--- config.mk ---
export PLATFORM = sky130hd
export DESIGN_NAME = seg7_scan_driver
export DESIGN_NICKNAME = d
export VERILOG_FILES = /design/src/rtl/seg7_scan_driver_pkg.sv /design/src/rtl/seg7_scan_driver_decoder.sv /design/src/rtl/seg7_scan_driver.sv
export SDC_FILE = /design/constraint.sdc
export NUM_CORES = 1
export LEC_CHECK = 0
export ABC_AREA = 1
export CAP_MARGIN = 25
export CORE_MARGIN = 10
export CORE_UTILIZATION = 64
export CTS_CLUSTER_DIAMETER = 30
export DETAILED_ROUTE_END_ITERATION = 7
export GPL_ROUTABILITY_DRIVEN = 1
export PLACE_DENSITY = 0.92
export RECOVER_POWER = 25
export SYNTH_ARGS = -nofsm -noshare
export SYNTH_HDL_FRONTEND = slang
export SYNTH_SLANG_ARGS = --single-unit
--- constraint.sdc ---
create_clock -name clk -period 7.95 [get_ports clk]
set_input_delay 1.59 -clock clk [delete_from_list [all_inputs] [get_ports clk]]
set_output_delay 1.59 -clock clk [all_outputs]
set_load 0.005 [all_outputs]
--- src/rtl/seg7_scan_driver_pkg.sv ---
// Shared display codes, segment patterns and helpers
// for the four-digit 7-segment scan driver.
package seg7_scan_driver_pkg;

    localparam int DIGITS = 4;
    localparam int BCD_W  = 4 * DIGITS;

    localparam logic [3:0] CODE_BLANK = 4'hA;
    localparam logic [3:0] CODE_MINUS = 4'hB;
    localparam logic [3:0] CODE_DASH  = CODE_MINUS;

    // Active-low {g,f,e,d,c,b,a}
    localparam logic [6:0] SEG_0     = 7'h40;
    localparam logic [6:0] SEG_1     = 7'h79;
    localparam logic [6:0] SEG_2     = 7'h24;
    localparam logic [6:0] SEG_3     = 7'h30;
    localparam logic [6:0] SEG_4     = 7'h19;
    localparam logic [6:0] SEG_5     = 7'h12;
    localparam logic [6:0] SEG_6     = 7'h02;
    localparam logic [6:0] SEG_7     = 7'h78;
    localparam logic [6:0] SEG_8     = 7'h00;
    localparam logic [6:0] SEG_9     = 7'h10;
    localparam logic [6:0] SEG_BLANK = 7'h7F;
    localparam logic [6:0] SEG_MINUS = 7'h3F;

    typedef enum logic [1:0] {
        S_IDLE,
        S_CONVERT,
        S_COMMIT
    } conv_state_t;

    typedef logic [DIGITS-1:0][3:0] disp_t;

    // Add 3 to every BCD nibble that is 5 or more,
    // so the following left shift carries correctly.
    function automatic logic [BCD_W-1:0] bcd_adjust(
        input logic [BCD_W-1:0] b
    );
        logic [BCD_W-1:0] r;
        r = b;
        for (int i = 0; i < DIGITS; i++) begin
            if (b[4*i +: 4] >= 4'd5)
                r[4*i +: 4] = b[4*i +: 4] + 4'd3;
        end
        return r;
    endfunction

endpackage

--- src/rtl/seg7_scan_driver_decoder.sv ---
// Display code to active-low segment pattern.
// Unknown codes fall back to a blank digit.
module seg7_decoder
    import seg7_scan_driver_pkg::*;
(
    input  logic [3:0] code,
    output logic [6:0] seg
);

    // Pure lookup from display code to segments
    always_comb begin
        seg = SEG_BLANK;
        case (code)
            4'd0:       seg = SEG_0;
            4'd1:       seg = SEG_1;
            4'd2:       seg = SEG_2;
            4'd3:       seg = SEG_3;
            4'd4:       seg = SEG_4;
            4'd5:       seg = SEG_5;
            4'd6:       seg = SEG_6;
            4'd7:       seg = SEG_7;
            4'd8:       seg = SEG_8;
            4'd9:       seg = SEG_9;
            CODE_BLANK: seg = SEG_BLANK;
            CODE_MINUS: seg = SEG_MINUS;
            default:    seg = SEG_BLANK;
        endcase
    end

endmodule

--- src/rtl/seg7_scan_driver.sv ---
// Signed magnitude to 4-digit multiplexed 7-segment display:
// sequential shift-add-3 BCD conversion plus digit scanning.
module seg7_scan_driver
    import seg7_scan_driver_pkg::*;
#(
    parameter int REFRESH_DIV = 100000,
    parameter int MAG_W       = 14
) (
    input  logic             clk,
    input  logic             rst,
    input  logic [MAG_W-1:0] value,
    input  logic             negative,
    input  logic             load,
    output logic             busy,
    output logic [3:0]       an,
    output logic [6:0]       seg,
    output logic             dp
);

    localparam int RW    = (REFRESH_DIV > 2) ? $clog2(REFRESH_DIV) : 1;
    localparam int SW    = $clog2(MAG_W + 1);
    localparam int ACC_W = BCD_W + MAG_W;

    conv_state_t       state;
    logic [ACC_W-1:0]  acc;
    logic [ACC_W-1:0]  acc_adj;
    logic [MAG_W-1:0]  mag_q;
    logic              neg_q;
    logic [SW-1:0]     step;
    disp_t             disp;
    disp_t             fmt;
    logic [BCD_W-1:0]  bcd;
    logic [DIGITS-1:0] lead;
    logic              ovf;

    logic [RW-1:0]     rcnt;
    logic [1:0]        idx;
    logic              wrap;
    logic              wrap_q;
    logic              started;
    logic [6:0]        seg_nxt;

    assign dp  = 1'b1;
    assign bcd = acc[MAG_W +: BCD_W];

    assign acc_adj = {bcd_adjust(bcd), acc[MAG_W-1:0]};

    assign ovf = (32'(mag_q) > 32'd9999) ||
                 (neg_q && (32'(mag_q) > 32'd999));

    // Blank leading zeros, place the minus, or dash out overflow
    always_comb begin
        lead = '0;
        fmt  = '0;
        lead[DIGITS-1] = (bcd[4*(DIGITS-1) +: 4] == 4'd0);
        for (int i = DIGITS - 2; i >= 1; i--)
            lead[i] = lead[i+1] && (bcd[4*i +: 4] == 4'd0);
        for (int i = 0; i < DIGITS; i++)
            fmt[i] = lead[i] ? CODE_BLANK : bcd[4*i +: 4];
        if (neg_q && (mag_q != '0)) begin
            for (int i = 1; i < DIGITS; i++)
                if (lead[i] && !lead[i-1])
                    fmt[i] = CODE_MINUS;
        end
        if (ovf) begin
            for (int i = 0; i < DIGITS; i++)
                fmt[i] = CODE_DASH;
        end
    end

    // Conversion FSM: capture, MAG_W shifts, then commit
    always_ff @(posedge clk or posedge rst) begin
        if (rst) begin
            state <= S_IDLE;
            busy  <= 1'b0;
            acc   <= '0;
            mag_q <= '0;
            neg_q <= 1'b0;
            step  <= '0;
            for (int i = 0; i < DIGITS; i++)
                disp[i] <= CODE_BLANK;
        end else begin
            unique case (state)
                S_IDLE: begin
                    if (load) begin
                        acc   <= {{BCD_W{1'b0}}, value};
                        mag_q <= value;
                        neg_q <= negative;
                        step  <= '0;
                        busy  <= 1'b1;
                        state <= S_CONVERT;
                    end
                end
                S_CONVERT: begin
                    acc  <= acc_adj << 1;
                    step <= step + SW'(1);
                    if (step == SW'(MAG_W - 1))
                        state <= S_COMMIT;
                end
                S_COMMIT: begin
                    disp  <= fmt;
                    busy  <= 1'b0;
                    state <= S_IDLE;
                end
                default: state <= S_IDLE;
            endcase
        end
    end

    assign wrap = (rcnt == RW'(REFRESH_DIV - 1));

    seg7_decoder u_dec (
        .code (disp[idx]),
        .seg  (seg_nxt)
    );

    // Refresh divider, scan index and registered digit outputs
    always_ff @(posedge clk or posedge rst) begin
        if (rst) begin
            rcnt    <= '0;
            idx     <= '0;
            wrap_q  <= 1'b0;
            started <= 1'b0;
            an      <= 4'hF;
            seg     <= SEG_BLANK;
        end else begin
            wrap_q <= wrap;
            if (wrap) begin
                rcnt <= '0;
                idx  <= idx + 2'd1;
            end else begin
                rcnt <= rcnt + RW'(1);
            end
            if (wrap_q)
                started <= 1'b1;
            if (wrap_q || started) begin
                an  <= ~(4'b0001 << idx);
                seg <= seg_nxt;
            end
        end
    end

endmodule

# Word-level counts from Yosys, hierarchy flattened

Memories as Yosys holds them, arrays and structs flattened. A register that Yosys moved wholly into a read port is not among the register bits.
Index checks and enable logic that the tools add are counted.

Memory bits (read-only): 112
Memories kept: 1
Word-level logic and storage cells: 83
Output and inout bits: 13
Bits of input ports: 18
Flip-flop bits (word level): 93

Shift-type cells: 1
Eq/ne operators: 6
Bitwise logic cells: 1
Mux-type cells: 24
$lt $le $gt $ge: 7
Reduce and logical (&&, ||, !) cells: 21
Add/subtract/negate cells: 7

Memories:

| memory          | words | width | rd ports | clocked after Yosys merged registers in | wr ports | RTL line                       | text |
|---|---|---|---|---|---|---|---|
| (no name shown) | 16    | 7     | 1        | 1                                       | 0        | seg7_scan_driver_decoder.sv:13 | `case (code)` |

Operators by type and width:

| operator                | count |
|---|---|
| $pmux W30 S2            | 1 |
| $mux W4                 | 11 |
| $mux W30                | 1 |
| $add A17 B1 Y17 const B | 1 |
| $eq A17 B17 Y1 const B  | 1 |
| $mux W17                | 1 |
| $ge A4 B3 Y1 const B    | 4 |
| $mux W16                | 1 |
| $gt A14 B10 Y1 const B  | 1 |
| $gt A14 B14 Y1 const B  | 1 |
| $reduce_bool A14 Y1     | 1 |
| $add A4 B2 Y4 const B   | 3 |
| $logic_not A4 Y1        | 3 |
| $mux W12                | 1 |
| $bmux W4 S2             | 1 |
| $pmux W4 S2             | 1 |
| $reduce_and A2 Y1       | 4 |
| $logic_and A1 B1 Y1     | 6 |
| $add A4 B1 Y4 const B   | 1 |
| $eq A4 B4 Y1 const B    | 1 |
| $mux W2                 | 2 |
| $ne A2 B2 Y1 const B    | 2 |
| $not A4 Y4              | 1 |
| $pmux W2 S2             | 1 |
| 13 further kinds        | 16 |

# Longest topological paths before layout

Gate-level depths: netlist (run 1).

Depth in word-level cells: 8
Depth in mapped cells: 12
Gate-level depth less buffers: 11

# By module

A second synthesis (run 1) with hierarchy kept.

Cells, all modules: 613
Area, all modules: 5027.3 µm²

Modules (own cells, without submodules):

| module           | area an instance (µm²) | seq. area each (µm²) | cells each | times used |
|---|---|---|---|---|
| seg7_scan_driver | 4822.1                 | 2526.2               | 576        | 1 |
| seg7_decoder     | 205.2                  | 0.0                  | 37         | 1 |

# Least setup slack after synthesis (run 1)

OpenSTA, ideal clock, no wires.

Kind: input -> register
Start point: input load
End point: register acc[13]
Arrival time: 2263 ps
Path slack: 5556 ps
Stages on the path: 6
Cell sequence: nand2_1 > nor2_2 > nor2_4 > inv_2 > buf_2 > o211ai_1

Word-level cells in the longest chain between the ends: 2

RTL lines:

| what                               | RTL line               | text |
|---|---|---|
| start: declaration                 | seg7_scan_driver.sv:13 | `input logic load,` |
| $ne A2 B2 Y1 (no source line)      | n/a                    |  |
| $reduce_and A2 Y1 (no source line) | n/a                    |  |
| end signal: assignment             | seg7_scan_driver.sv:86 | `acc <= {{BCD_W{1'b0}}, value};` |
| end signal: assignment             | seg7_scan_driver.sv:95 | `acc <= acc_adj << 1;` |
| end: declaration                   | seg7_scan_driver.sv:25 | `logic [ACC_W-1:0] acc;` |

No other way between the ends.
A chain may end at the register's enable or synchronous reset.

==> results of run 1 <==
==> final timing paths <==
path | from | to | slack [ns] | cells past startpoint
max reg2reg | state[0] | step[2] | 5.00 | 6
min | rcnt[0] | rcnt[0] | 0.47 | 1
max | rst | acc[16] | 4.37 | 3
max in group clk | load | acc[22] | 4.63 | 6
min reg2reg | rcnt[0] | rcnt[0] | 0.47 | 1
min in group asynchronous | rst | rcnt[2] | 2.15 | 2
==> sequential cells by signal (all words and copies together), names as in the netlist <==
register / flops
disp: 16
wrap_q: 1
an: 4
mag_q: 14
acc: 30
idx: 2
seg: 7
started: 1
busy: 1
rcnt: 17
neg_q: 1
state: 2
step: 4
==> layer usage <==
metal,vias up,part of all wire [%]
met4,0,2.0
met1,1988,42
met2,168,49
met3,24,7.3
li1,2007,-
met5,-,0
==> cells in the final DEF (no fill, tap or decap), drive strengths merged <==
| cell type | n |
|---|---|
| clkinv | 2 |
| o22ai | 9 |
| xnor2 | 2 |
| clkinvlp | 4 |
| nor2 | 75 |
| conb | 1 |
| clkdlybuf4s50 | 27 |
| ha | 23 |
| clkbuf | 9 |
| dlygate4sd3 | 2 |
| nand4 | 7 |
| o21ai | 51 |
| nor3 | 8 |
| o21bai | 1 |
| o211ai | 7 |
| nor4 | 2 |
| xor2 | 10 |
| a31oi | 2 |
| o31ai | 1 |
| buf | 1 |
| nand3 | 43 |
| dfrtp | 81 |
| inv | 80 |
| dfstp | 19 |
| a21oi | 22 |
| nand2 | 157 |
==> metrics by stage <==
stage                     util, %  cell area, um^2
after floorplan                 -             5046
after global placement      70.23             5399
after detailed placement    70.23             5399
after CTS                   72.71             5589
after global routing        72.12             5544
final                       72.12             5544
==> power breakdown <==
| part | internal (uW) | switching, uW |
|---|---|---|
| sequential | 686 | 117 |
| combinational | 233 | 452 |
| clock | 121 | 190 |
==> cell type report <==
cell class                      instances  area (um^2)  share of cell area [%]
Sequential cell                       100         2526                   45.57
Multi-Input combinational cell        421         2103                   37.94
Inverter                               79        299.0                   5.394
Timing Repair Buffer                   30        297.8                   5.371
Tap cell                              102        127.6                   2.302
Clock buffer                            9        123.9                   2.234
Clock inverter                          7        66.31                   1.196
==> cells by family (layout without fill, tap and decap cells) <==
| kind of cell | after synthesis | after routing | synth area share [%] |
|---|---|---|---|
| and+or+nand+nor | 292 | 292 | 24.65 |
| DFF | 100 | 100 | 50.06 |
| AOI/OAI and AO/OA | 93 | 93 | 10.02 |
| buffers and inverters | 93 | 125 | 7.414 |
| adders and majority gates | 23 | 23 | 5.703 |
| xor gates and xnor gates | 12 | 12 | 2.083 |
| other | 1 | 1 | 0.07431 |
==> impl_metrics.ini, run 1 <==
[synth]
synth_edf_count = 0
synth_cell_types = 31
syn_nets = 655
ys_seq_area_share_pct = 50.06
syn_area_um2 = 5046
syn_inst = 614
synth_seq_cells = 100
yosysTopAreaCell = dfrtp_1
synthTopCellsByCount = nand2_1, dfrtp_1, inv_1, nor2_1, o21ai_0
synth_area_leaders = dfrtp_1, nand2_1, dfstp_2
ys_warn_count = 0
avgSynthCellArea_um2 = 8.218
yosysMostFrequentCell = nand2_1
synth_top_area_share_pct = 40.17
async_flop_share_pct = 100.0
synthFlopType = dfrtp_1

[sta]
slew_headroom_pct = -29.33
rsz0062_at_grt = no
fin_skew_ns = 0.01543
drv_slew = 72
fin_setup_tns_ns = 0
fmax_mhz = 279.6
worst_hold_slack_ns = 0.4676
tightest_slew_ns = 1.929
finalCritPeriodShare_pct = 44.98
fin_crit_ns = 3.576
fin_ws_ns = 4.374
finalSetupViolations = 0
hold_viol_final = 0

[worst_setup_path]
endpoint_kind = async pin
crit_family = buffers and inverters
crit_chain = dlygate4sd3_1 -> clkinvlp_2 -> buf_4
worstSetupPathType = input pin to async pin
critical-path-max-stage-delay_ns = 1.11
cp_num_buf_inv = 3
cp.arrival_ns = 4.01
cp.required_ns = 8.39
crit_path_max_fanout = 54
critPathLaunchType = input pin
crit_slowest_cell = clkinvlp_2

[die]
die_area_um2 = 11840
coreArea_um2 = 7687
fp.dieW_um = 108.8
ioPinCount = 31
die_h_um = 108.8
rows = 32
initial_utilization_pct = 65.64

[place]
post-place-ws_ns = 4.322
placed_cells = 732
numPortBuffers = 29
dp_hpwl_um = 7604
place.gp.congestion = 0.9203

[cts]
cts_resized = 0
hold_buffers = 0
cts_buffers = 9
cts_max_level = 3
cts_tree = built
cts.path.max_buffers = 2
insertion_delay_ns = 0.37
clk_pin_slew_ns = 0.11
cts_sinks = 100
postCtsSetupRepairBufs = 0
clockRootBuffer = clkbuf_8

[global_route]
grtUsageMet2_pct = 33.02
grtUsageMet1_pct = 22.50
antenna_found_initial = 0
grt_overflow = 0
grt_pass1_vias = 4198
busiest_layer = met2
grt_max_degree = 55
grt_util_met3_pct = 4.897
track_usage_pct = 19.06
grt_pass1_wl_um = 18520

[final_layout]
drive_above_1_share_pct = 6.966
fin_nets = 682
fill_cells = 578
stdcell_count = 748
n_antenna_cell = 0
area_growth_pct = 9.869

[route]
initialDrtViolationCount = 332
wl_per_cell_um = 14.26
drtAntennaViolNets = 0
routed_wl_um = 10660
drt_first_pass_iters = 5
drcViolationCount = 0
vias = 4187
vias_per_cell = 5.598

[power_and_ir_drop]
p_per_area_nw_per_um2 = 324.5
p_leak_uw = 0.002673
p_total_uw = 1799
vdd_drop_max_v = 0.0003043

[outcome]
status = finished, violations left
failed_checks = max-capacitance violations, max-slew violations

[worst_hold_path]
hp-class = register to register

[job]
drv_cap = 3
Power figures use the tool's default switching activity.
==> run 2, diff against run 1 <==
- CORE_UTILIZATION: 64 -> 54
- PLACE_DENSITY: 0.92 -> 0.83
- clock period: 7.95 -> 3.2 ns (I/O delays scaled with it)
==> impl_metrics.ini, run 2 (synthesis results as in run 1) <==
[worst_setup_path]
endpoint_kind = register
crit_slowest_cell = dfrtp_1
cp.required_ns = 3.51
critPathLaunchType = register
crit_path_max_fanout = 12
cp.arrival_ns = 2.56
crit_start = idx[0]
worstSetupPathType = register to register
crit_family = simple AND/OR/NAND/NOR gates
critical-path-max-stage-delay_ns = 0.56
reg2reg_from = idx[0]
cp_num_buf_inv = 3
crit_chain = clkinvlp_2 -> nand2_1 -> o211ai_1 -> nand2_1 -> inv_1 -> ha_1 -> inv_1 -> nor2_1 -> nor2_1 -> nor2_1 -> nor2_1
cp_common_cell = nor2_1

[power_and_ir_drop]
p_total_uw = 4472
p_sw_uw = 1797
combPwrFrac_pct = 37.6
intPower_uw = 2675
p_per_area_nw_per_um2 = 795.3
seq_power_share_pct = 44.2
swShare_pct = 40.19
vdd_drop_max_v = 0.0005093
clockPowerShare_pct = 18.2
p_leak_uw = 0.002712

[global_route]
grt_max_degree = 52
grt_util_met3_pct = 4.314
grt_overflow = 0
grt_pass1_wl_um = 18050
grtUsageMet2_pct = 26.73
busiest_layer = met2
antenna_found_initial = 0
grtUsageMet1_pct = 19.62
grt_pass1_vias = 4078
track_usage_pct = 16.11

[place]
dp_hpwl_um = 7242
place.gp.congestion = 0.9705
numPortBuffers = 29

[cts]
clk_pin_slew_ns = 0.09
cts_resized = 0
cts.path.max_buffers = 2
insertion_delay_ns = 0.37
cts_sinks = 100
cts_tree = built
hold_buffers = 0
cts_max_level = 3
postCtsSetupRepairBufs = 0
cts_buffers = 9
clockRootBuffer = clkbuf_8

[route]
wl_per_cell_um = 13.28
vias = 4092
drcViolationCount = 0
drt_first_pass_iters = 5
initialDrtViolationCount = 236
drtAntennaViolNets = 0
vias_per_cell = 5.398
routed_wl_um = 10070

[sta]
fin_skew_ns = 0.01211
tightest_slew_ns = 1.215
fmax_mhz = 445.0
hold_viol_final = 0
finalSetupViolations = 0
rsz0062_at_grt = no
fin_setup_tns_ns = 0
worst_hold_slack_ns = 0.4693
finalCritPeriodShare_pct = 70.22
fin_crit_ns = 2.247
slew_headroom_pct = 18.53
drv_slew = 0

[final_layout]
n_antenna_cell = 0
reg_top3 = acc (30), rcnt (17), disp (16)
final_common_cell = nand2_1
top_register = acc
fill_cells = 765
largest_register_ffs = 30
area_growth_pct = 11.43
layout_common_cells = nand2_1, dfrtp_1, inv_1, nor2_1, o21ai_0
fin_nets = 684
drive_above_1_share_pct = 7.883

[die]
fp.dieW_um = 116.7
rows = 35
initial_utilization_pct = 55.13
ioPinCount = 31
die_area_um2 = 13610
die_h_um = 116.7
coreArea_um2 = 9153

[worst_hold_path]
hp-class = register to register
hold_start = rcnt[0]

[job]
drv_cap = 0

[outcome]
status = finished clean
run 2: changes by cell type in the layout (fill, tap and decap cells not counted), moves of 2 or more:
cell,delta
inv_6,-4
clkinv_4,+2
inv_2,+2
nor2_1,-2
nor2_4,+2
run 2: layout make-up:
cell class	instances	area, um^2	area share, %
multi-input combinational	421	2133	37.94
inverter	79	299.0	5.318
tap	111	138.9	2.470
sequential	100	2526	44.93
clock inverter	5	62.56	1.113
clock buffer	10	137.6	2.448
timing repair buffer	32	325.3	5.785
run 2: power by group through the flow:
stage	Combinational [uW]	Sequential [uW]	Clock, uW
6_report	1680	1980	813
5_1_grt	1970	2030	878
4_1_cts	1690	1980	836
3_5_place_dp	1660	1990	0
3_3_place_gp	1550	1970	0
2_1_floorplan	1310	1920	0
run 2: path summary, 6_finish.rpt:
check | endpoint | slack, ns | depth (start not counted)
max in group asynchronous | an[0] | 1.32 | 3
hold / removal | rcnt[0] | 0.47 | 1
setup / recovery | seg[3] | 0.95 | 11
hold reg to reg | rcnt[0] | 0.47 | 1
min in group asynchronous | state[0] | 0.96 | 2
setup reg to reg | seg[3] | 0.95 | 11
run 2: metal layers:
metal / vias up / wire length, um
met3: 22 / 588
met4: 0 / 241
met2: 125 / 4680
met1: 1928 / 4559
li1: 2017 / -
met5: - / 0
run 2: through the flow:
| stage | std cells | area [um^2] | utilization [%] | setup WS [ns] |
|---|---|---|---|---|
| after floorplan | 614 | 5050 | - | 1.386 |
| after global placement | 743 | 5439 | 59.43 | 1.018 |
| after detailed placement | 743 | 5439 | 59.43 | 0.9682 |
| after CTS | 758 | 5639 | 61.61 | 1.117 |
| after global routing | 758 | 5623 | 61.44 | 0.7401 |
| final | 758 | 5623 | 61.44 | 0.9529 |
run 2: worst register-to-register path, delay by kind of cell, from the launching register on:
family,cells,cell delay (ns)
AOI/OAI and AO/OA,1,0.09
adders and majority gates,1,0.29
buffers and inverters,3,0.61
DFF,1,0.56
and+or+nand+nor,6,0.65
